--- config.mk ---
export PLATFORM = sky130hd
export DESIGN_NAME = fsm_step_sequencer
export DESIGN_NICKNAME = d
export VERILOG_FILES = /design/src/rtl/fsm_step_sequencer.sv
export SDC_FILE = /design/constraint.sdc
export NUM_CORES = 1
export LEC_CHECK = 0
export BUFFER_PORTS_ARGS = -buffer_cell sky130_fd_sc_hd__buf_2
export CORE_MARGIN = 2
export CORE_UTILIZATION = 30
export DETAILED_ROUTE_END_ITERATION = 8
export SYNTH_ARGS = -nofsm -noshare
export SYNTH_HDL_FRONTEND = slang
export SYNTH_SLANG_ARGS = --single-unit
--- constraint.sdc ---
create_clock -name clk -period 3.1 [get_ports clk]
set_clock_uncertainty 0.1 [all_clocks]
set_input_delay 0.465 -clock clk [delete_from_list [all_inputs] [get_ports clk]]
set_output_delay 0.465 -clock clk [all_outputs]
set_load 0.05 [all_outputs]
--- src/rtl/fsm_step_sequencer.sv ---
// Script-driven stepping controller: replays {exp_out, sw} entries into a puzzle FSM and scores its out.
// Optional feature macro FSM_SEQ_STATE_CHECK_EN adds fsm_state/state_err and an exp_state field per entry.
module fsm_step_sequencer #(
    parameter int DEPTH  = 16,
    parameter int SW_W   = 2,
    parameter int ST_W   = 3,
    parameter int SETTLE = 1,
    localparam int AW    = $clog2(DEPTH),
`ifdef FSM_SEQ_STATE_CHECK_EN
    localparam int DW    = ST_W + SW_W + 1
`else
    localparam int DW    = SW_W + 1
`endif
) (
    input  logic            clk,
    input  logic            reset,
    input  logic            wr_en,
    input  logic [AW-1:0]   wr_addr,
    input  logic [DW-1:0]   wr_data,
    input  logic [AW:0]     len,
    input  logic            start,
    input  logic            abort,
    input  logic            fsm_out,
`ifdef FSM_SEQ_STATE_CHECK_EN
    input  logic [ST_W-1:0] fsm_state,
    output logic            state_err,
`endif
    output logic [SW_W-1:0] fsm_sw,
    output logic            fsm_ctrl,
    output logic            busy,
    output logic            done,
    output logic [AW:0]     err_cnt,
    output logic [AW-1:0]   first_err,
    output logic            pass,
    output logic [2:0]      dbg_state
);
    localparam int AW1 = AW + 1;
    localparam int CW  = (SETTLE > 1) ? $clog2(SETTLE) : 1;

    if ((DEPTH < 2) || ((DEPTH & (DEPTH - 1)) != 0) || (SETTLE < 1) || (SW_W < 1) || (ST_W < 1)) begin : g_bad_cfg
        $error("fsm_step_sequencer: unsupported parameter set");
    end

    typedef enum logic [2:0] {S_IDLE, S_SETUP, S_STEP, S_CHECK, S_FIN} state_t;

    state_t          r_state;
    logic [DW-1:0]   r_ram [DEPTH];
    logic [AW-1:0]   r_idx;
    logic [AW:0]     r_len;
    logic [CW-1:0]   r_settle;
    logic [SW_W-1:0] r_fsm_sw;
    logic            r_fsm_ctrl;
    logic            r_busy;
    logic            r_done;
    logic [AW:0]     r_err_cnt;
    logic [AW-1:0]   r_first_err;
    logic            r_pass;

    logic [AW-1:0]   w_idx_next;
    logic [AW:0]     w_len_clamped;
    logic            w_last;
    logic            w_step_err;

    assign w_idx_next    = r_idx + AW'(1);
    assign w_len_clamped = (len > AW1'(DEPTH)) ? AW1'(DEPTH) : len;
    assign w_last        = ({1'b0, r_idx} == (r_len - AW1'(1)));

`ifdef FSM_SEQ_STATE_CHECK_EN
    logic w_state_err;
    logic r_state_err;
    assign w_state_err = (fsm_state != r_ram[r_idx][SW_W+1 +: ST_W]);
    assign w_step_err  = (fsm_out != r_ram[r_idx][SW_W]) || w_state_err;
    assign state_err   = r_state_err;
`else
    assign w_step_err  = (fsm_out != r_ram[r_idx][SW_W]);
`endif

    // Script RAM has no reset; writes are dropped for the whole run, including its FIN cycle.
    always_ff @(posedge clk) begin
        if (wr_en && !r_busy) begin
            r_ram[wr_addr] <= wr_data;
        end
    end

    always_ff @(posedge clk or posedge reset) begin
        if (reset) begin
            r_state     <= S_IDLE;
            r_idx       <= '0;
            r_len       <= '0;
            r_settle    <= '0;
            r_fsm_sw    <= '0;
            r_fsm_ctrl  <= 1'b0;
            r_busy      <= 1'b0;
            r_done      <= 1'b0;
            r_err_cnt   <= '0;
            r_first_err <= '1;
            r_pass      <= 1'b0;
`ifdef FSM_SEQ_STATE_CHECK_EN
            r_state_err <= 1'b0;
`endif
        end else begin
            r_done <= 1'b0;
            if (abort && (r_state != S_IDLE)) begin
                // Partial err_cnt/first_err are kept so the host can inspect the aborted run.
                r_state    <= S_IDLE;
                r_fsm_ctrl <= 1'b0;
                r_busy     <= 1'b0;
                r_pass     <= 1'b0;
            end else begin
                case (r_state)
                    S_IDLE: begin
                        if (start && !abort) begin
                            r_idx       <= '0;
                            r_len       <= w_len_clamped;
                            r_err_cnt   <= '0;
                            r_first_err <= '1;
                            r_pass      <= 1'b0;
`ifdef FSM_SEQ_STATE_CHECK_EN
                            r_state_err <= 1'b0;
`endif
                            if (w_len_clamped == '0) begin
                                r_done  <= 1'b1;
                                r_state <= S_FIN;
                            end else begin
                                r_busy   <= 1'b1;
                                r_fsm_sw <= r_ram[0][SW_W-1:0];
                                r_settle <= '0;
                                r_state  <= S_SETUP;
                            end
                        end
                    end
                    S_SETUP: begin
                        if (r_settle == CW'(SETTLE - 1)) begin
                            r_fsm_ctrl <= 1'b1;
                            r_state    <= S_STEP;
                        end else begin
                            r_settle <= r_settle + CW'(1);
                        end
                    end
                    S_STEP: begin
                        r_fsm_ctrl <= 1'b0;
                        r_state    <= S_CHECK;
                    end
                    S_CHECK: begin
                        if (w_step_err) begin
                            r_err_cnt <= r_err_cnt + AW1'(1);
                            if (r_err_cnt == '0) begin
                                r_first_err <= r_idx;
                            end
                        end
`ifdef FSM_SEQ_STATE_CHECK_EN
                        if (w_state_err) begin
                            r_state_err <= 1'b1;
                        end
`endif
                        if (w_last) begin
                            r_done  <= 1'b1;
                            r_state <= S_FIN;
                        end else begin
                            r_idx    <= w_idx_next;
                            r_fsm_sw <= r_ram[w_idx_next][SW_W-1:0];
                            r_settle <= '0;
                            r_state  <= S_SETUP;
                        end
                    end
                    S_FIN: begin
                        r_busy  <= 1'b0;
                        r_pass  <= (r_err_cnt == '0) && (r_len != '0);
                        r_state <= S_IDLE;
                    end
                    default: r_state <= S_IDLE;
                endcase
            end
        end
    end

    // abort also kills a ctrl pulse already on the wire this cycle.
    assign fsm_ctrl  = r_fsm_ctrl & ~abort;
    assign fsm_sw    = r_fsm_sw;
    assign busy      = r_busy;
    assign done      = r_done;
    assign err_cnt   = r_err_cnt;
    assign first_err = r_first_err;
    assign pass      = r_pass;
    assign dbg_state = r_state;
endmodule
-- After elaboration in Yosys (flattened, before gate mapping)
Memory sizes are Yosys's and may differ from the RTL's.
Index checks and enable logic that the tools add are counted.
- memory bits (writable): 48
- bits of input ports: 18
- output and inout bits: 18
- memories: 1
- register bits: 28
- logic and storage cells: 102
- memories (memory ; words ; bits a word ; rd ports ; clocked after Yosys merged registers in ; write ports ; line ; RTL):
    r_ram ; 16 ; 3 ; 3 ; 0 ; 1 ; 47 ; logic [DW-1:0] r_ram [DEPTH];
- equality and inequality tests: 14
- order comparisons: 1
- bitwise gates (word level): 3
- add/sub/neg operators: 4
- reduce and logical (&&, ||, !) cells: 25
- mux-type cells: 43
- operator list (operator ; count):
    $mux W4 ; 5
    $mux W1 ; 17
    $pmux W4 S2 ; 2
    $mux W3 ; 5
    $mux W5 ; 3
    $reduce_and A5 Y1 ; 3
    $pmux W3 S4 ; 1
    $reduce_bool A3 Y1 ; 4
    $logic_not A5 Y1 ; 2
    $ne A2 B2 Y1 const B ; 5
    $pmux W5 S2 ; 1
    $ne A3 B3 Y1 const B ; 3
    $pmux W1 S2 ; 4
    $reduce_and A4 Y1 ; 2
    $eq A3 B2 Y1 const B ; 2
    $mux W2 ; 3
    $reduce_and A2 Y1 ; 3
    $reduce_and A3 Y1 ; 2
    $add A5 B1 Y5 const B ; 1
    $eq A4 B5 Y1 ; 1
    $gt A5 B5 Y1 const B ; 1
    $reduce_bool A5 Y1 ; 1
    $sub A5 B1 Y5 const B ; 1
    $add A4 B1 Y4 const B ; 1
    12 further kinds ; 17

-- Logic depth before layout (Yosys ltp)
- depth in word-level cells: 7
- gate-level depth with buffers: 8

-- Worst setup path before layout
No wires, ideal clock.
- kind: register to register
- start: reg r_idx[0]
- end: reg r_first_err[0] (netlist: first_err[0])
- cell stages (with the launch flop): 8
- buffers on the path: 1
- data required time: 2.919 ns
- data arrival time: 2.558 ns
- slack: 0.362 ns
- path through: dfrtp_1 buf_6 mux4_1 mux4_2 xnor2_2 a21oi_2 or4b_4 a2bb2oi_1
- word-level cells in the longest chain between the ends: 4
- elaborated cells on any way between the ends: 7
- classes of those cells: eq/ne: 2; mux: 3; reduce/logical: 1; memory: 1
- ends and longest elaborated chain (what ; line ; RTL):
    from (decl) ; 48 ; logic [AW-1:0] r_idx;
    from (signal assigned) ; 160 ; r_idx <= w_idx_next;
    $mem_v2 Z16 W3 ; n/a ;
    $ne A1 B1 Y1 ; 75 ; assign w_step_err = (fsm_out != r_ram[r_idx][SW_W]);
    $ne A2 B2 Y1 (no line) ; n/a ;
    $reduce_and A5 Y1 (no line) ; n/a ;
    to (signal assigned) ; 148 ; r_first_err <= r_idx;
    to (decl) ; 56 ; logic [AW-1:0] r_first_err;
Parallel ways exist; a longest one is shown, timed or not. The select of a mux whose other input is x is not followed.
A chain may end at the register's enable or synchronous reset.

-- Worst setup path in the final report
- start: reg r_idx[0]
- end: reg r_first_err[1] (netlist: first_err[1])
- word-level cells in the longest chain between the ends: 4
- ends and longest elaborated chain (what ; line):
    $mem_v2 Z16 W3 ; n/a
    $ne A1 B1 Y1 ; 75
    $ne A2 B2 Y1 (no line) ; n/a
    $reduce_and A5 Y1 (no line) ; n/a
No other way between the ends.

==> results.sh <==
export IMPL_hold_slack_ns=0.285
export IMPL_vias=2120
export IMPL_fin_crit_sh_pct=91.1
export IMPL_r2r_cells=6
export IMPL_netlist_top_cells_area="edfxtp_1 42%, dfrtp_1 17%, mux4_2 7.2%"
export IMPL_crit_buf_inv=0
export IMPL_ys_flop_type="edfxtp_1"
export IMPL_syn_inst=246
export IMPL_avgViaCountPerCell=4.90
export IMPL_cts_sinks=75
export IMPL_vdd_ir_drop_max_uv=418
export IMPL_grt_overflow=0
export IMPL_clkTransAtPathRegs_ns=0.06
export IMPL_ys_seq_elements=75
export IMPL_finish_utilization_pct=35.9
export IMPL_cpPeakStageDelay_ns=0.60
export IMPL_gp_congestion=0.796
export IMPL_post_drt_wl_per_cell_um=16.8
export IMPL_maxSlewHeadroom_pct=29.0
export IMPL_wl_met2_um=3500
export IMPL_insertion_delay_ns=0.33
export IMPL_regArea_sq_um=2120
export IMPL_drt_iter0_markers=148
export IMPL_io_pins=36
export IMPL_drc=0
export IMPL_cts_hold_buf=0
export IMPL_cts_tree="built"
export IMPL_dp_slack_ns=0.246
export IMPL_crit_path_max_fanout=8
export IMPL_final_nets=307
export IMPL_hpwl_um=5250
export IMPL_async_flop_share_pct=36.0
export IMPL_synthesis_nets=268
export IMPL_end_kind="register"
export IMPL_status="finished, final reports clean"
export IMPL_synth_top_area_share_pct=41.9
export IMPL_synth_top_cell_by_area="edfxtp_1"
export IMPL_syn_to_final_growth_pct=18.1
export IMPL_drive_above_1_share_pct=27.6
export IMPL_numPortBuffers=35
export IMPL_hold_viol=0
export IMPL_seq_area_frac_synth_pct=61.7
export IMPL_setup_slack_ns=0.275
export IMPL_wirelength_um=7260
export IMPL_post_cts_buffers=0
export IMPL_worstSetupPathType="register to register"
export IMPL_avgSynthCellArea_sq_um=14.0
export IMPL_grt_max_degree=28
export IMPL_fmax_mhz=354
export IMPL_rrSetupSlack_ns=0.28
export IMPL_rr_startpoint="r_idx[0]"
export IMPL_hold_class="input port to asynchronous set/reset pin"
export IMPL_fp_dieW_um=111
export IMPL_grtUsageTotal_pct=12.7
export IMPL_ys_warn_count=0
export IMPL_yosys_top_cells_count="48 x edfxtp_1, 23 x dfrtp_1, 18 x nand2_1, 18 x nor2_1, 14 x inv_1"
export IMPL_setup_violations=0
export IMPL_synth_distinct_cells=51
export IMPL_grt_pass1_vias=2270
export IMPL_cts_buffer_depth=2
export IMPL_setup_tns_ns=0
export IMPL_dieArea_sq_um=12300
export IMPL_crit_path_cell_trace="mux4_1, mux4_2, xnor2_2, a21oi_2, or4b_4, a2bb2oi_1"
export IMPL_crit_arrival_ns=2.98
export IMPL_finalMaxSlewViolations=0
export IMPL_cts_root_buf="clkbuf_16"
export IMPL_fill_cells=1100
export IMPL_cts_resized_gates=0
export IMPL_rsz0062_at_grt="false"
export IMPL_antenna_cells=0
export IMPL_power_density_nw_per_um2=654
export IMPL_multi_input_area_sq_um=1220
export IMPL_drtPass1Iterations=4
export IMPL_yosysMostFrequentCell="edfxtp_1"
export IMPL_core_sq_um=11300
export IMPL_drt_met1_wl_um=3220
export IMPL_initial_core_util_pct=30.4
export IMPL_slowest_stage="mux4_1"
export IMPL_post_route_min_period_ns=2.82
export IMPL_power_leakage_uw=0.00152
export IMPL_cts_buffers_inserted=9
export IMPL_worstSetupStartpointType="register"
export IMPL_maxCapViolCount=0
export IMPL_rows=39
export IMPL_crit_required_ns=3.26
export IMPL_synthesis_area_sq_um=3440
export IMPL_top_layer="met4"
export IMPL_r2r_end="first_err[1]"
export IMPL_critPathTopFamily="multiplexers"
export IMPL_die_h_um=111
export IMPL_htree_levels=3
export IMPL_synth_edff_count=48
export IMPL_antenna_found_initial=0
export IMPL_ant_nets=0
export IMPL_timing_worst_slew_pin_value_ns=1.06
export IMPL_wl_met3_um=413
export IMPL_grt_pass1_wl_um=12100
==> kinds of logic (layout without fill, tap and decap cells) <==
logic type / after synthesis / count (layout) / share of synthesized area, %
flops: 75 / 75 / 61.7
fa+ha+maj: 4 / 4 / 1.45
simple gates: 75 / 75 / 11.3
xor+xnor: 9 / 9 / 2.51
buf+inv: 24 / 68 / 2.94
mux: 23 / 23 / 12.8
compound gates: 36 / 36 / 7.34
==> routing by layer <==
layer / track usage (%) / up-vias
met5: 0 / -
met4: 3.95 / 0
met3: 5.14 / 13
met2: 20.2 / 62
met1: 16.0 / 1037
li1: - / 1008
==> flip-flops by register name, indices dropped and copies added, names as in the netlist, 2 cells and up <==
name	flops
dbg_state	3
r_len	5
r_ram	48
fsm_sw	2
r_idx	4
first_err	4
err_cnt	5
==> per-stage QoR <==
stage | std cells | total power [uW] | area [sq um]
5_1_grt | 433 | 2790 | 4070
4_1_cts | 433 | 2690 | 4070
6_report | 433 | 2660 | 4070
3_5_place_dp | 417 | 1650 | 3770
3_3_place_gp | 417 | 1640 | 3770
2_1_floorplan | 246 | 1530 | 3440
==> power by group <==
group          leakage [uW]  switching, uW  internal [uW]
Combinational      0.000608            261            182
Sequential         0.000780           61.3           1120
Clock              0.000136            402            627
==> layout by cell type (no fill, tap or decap), drive strengths merged, types with 9 or more instances in the layout <==
cell / instances
nor2: 19
dfrtp: 23
edfxtp: 48
nand2: 18
o21ai: 9
mux4: 15
inv: 15
nand2b: 12
buf: 38
clkbuf: 11
==> how the worst max path moves through the flow <==
stage | end | start | cells after the start | slack (ns)
finish | first_err[1] | r_idx[0] | 6 | 0.28
global route | first_err[1] | r_idx[0] | 6 | 0.13
CTS | first_err[1] | r_idx[0] | 6 | 0.22
detailed placement | first_err[2] | r_idx[0] | 6 | 0.25
global placement | first_err[0] | r_idx[0] | 6 | 0.34
floorplan | first_err[0] | r_idx[0] | 7 | 0.36
==> worst reg2reg max path: cells and delay by family, from the launching register on <==
| kind | cells | cell delay (ns) |
|---|---|---|
| mux | 2 | 1.09 |
| flops | 1 | 0.58 |
| simple gates | 1 | 0.51 |
| compound gates | 2 | 0.31 |
| xor+xnor | 1 | 0.16 |
==> final cells by class <==
cell class / instances / area share [%]
clock inverter: 5 / 1.54
inverter: 14 / 1.29
multi-input combinational: 147 / 30.0
clock buffer: 11 / 5.72
tap: 143 / 4.40
sequential: 75 / 52.2
timing repair buffer: 38 / 4.86
Note: power is estimated with default switching activity, not from simulation.
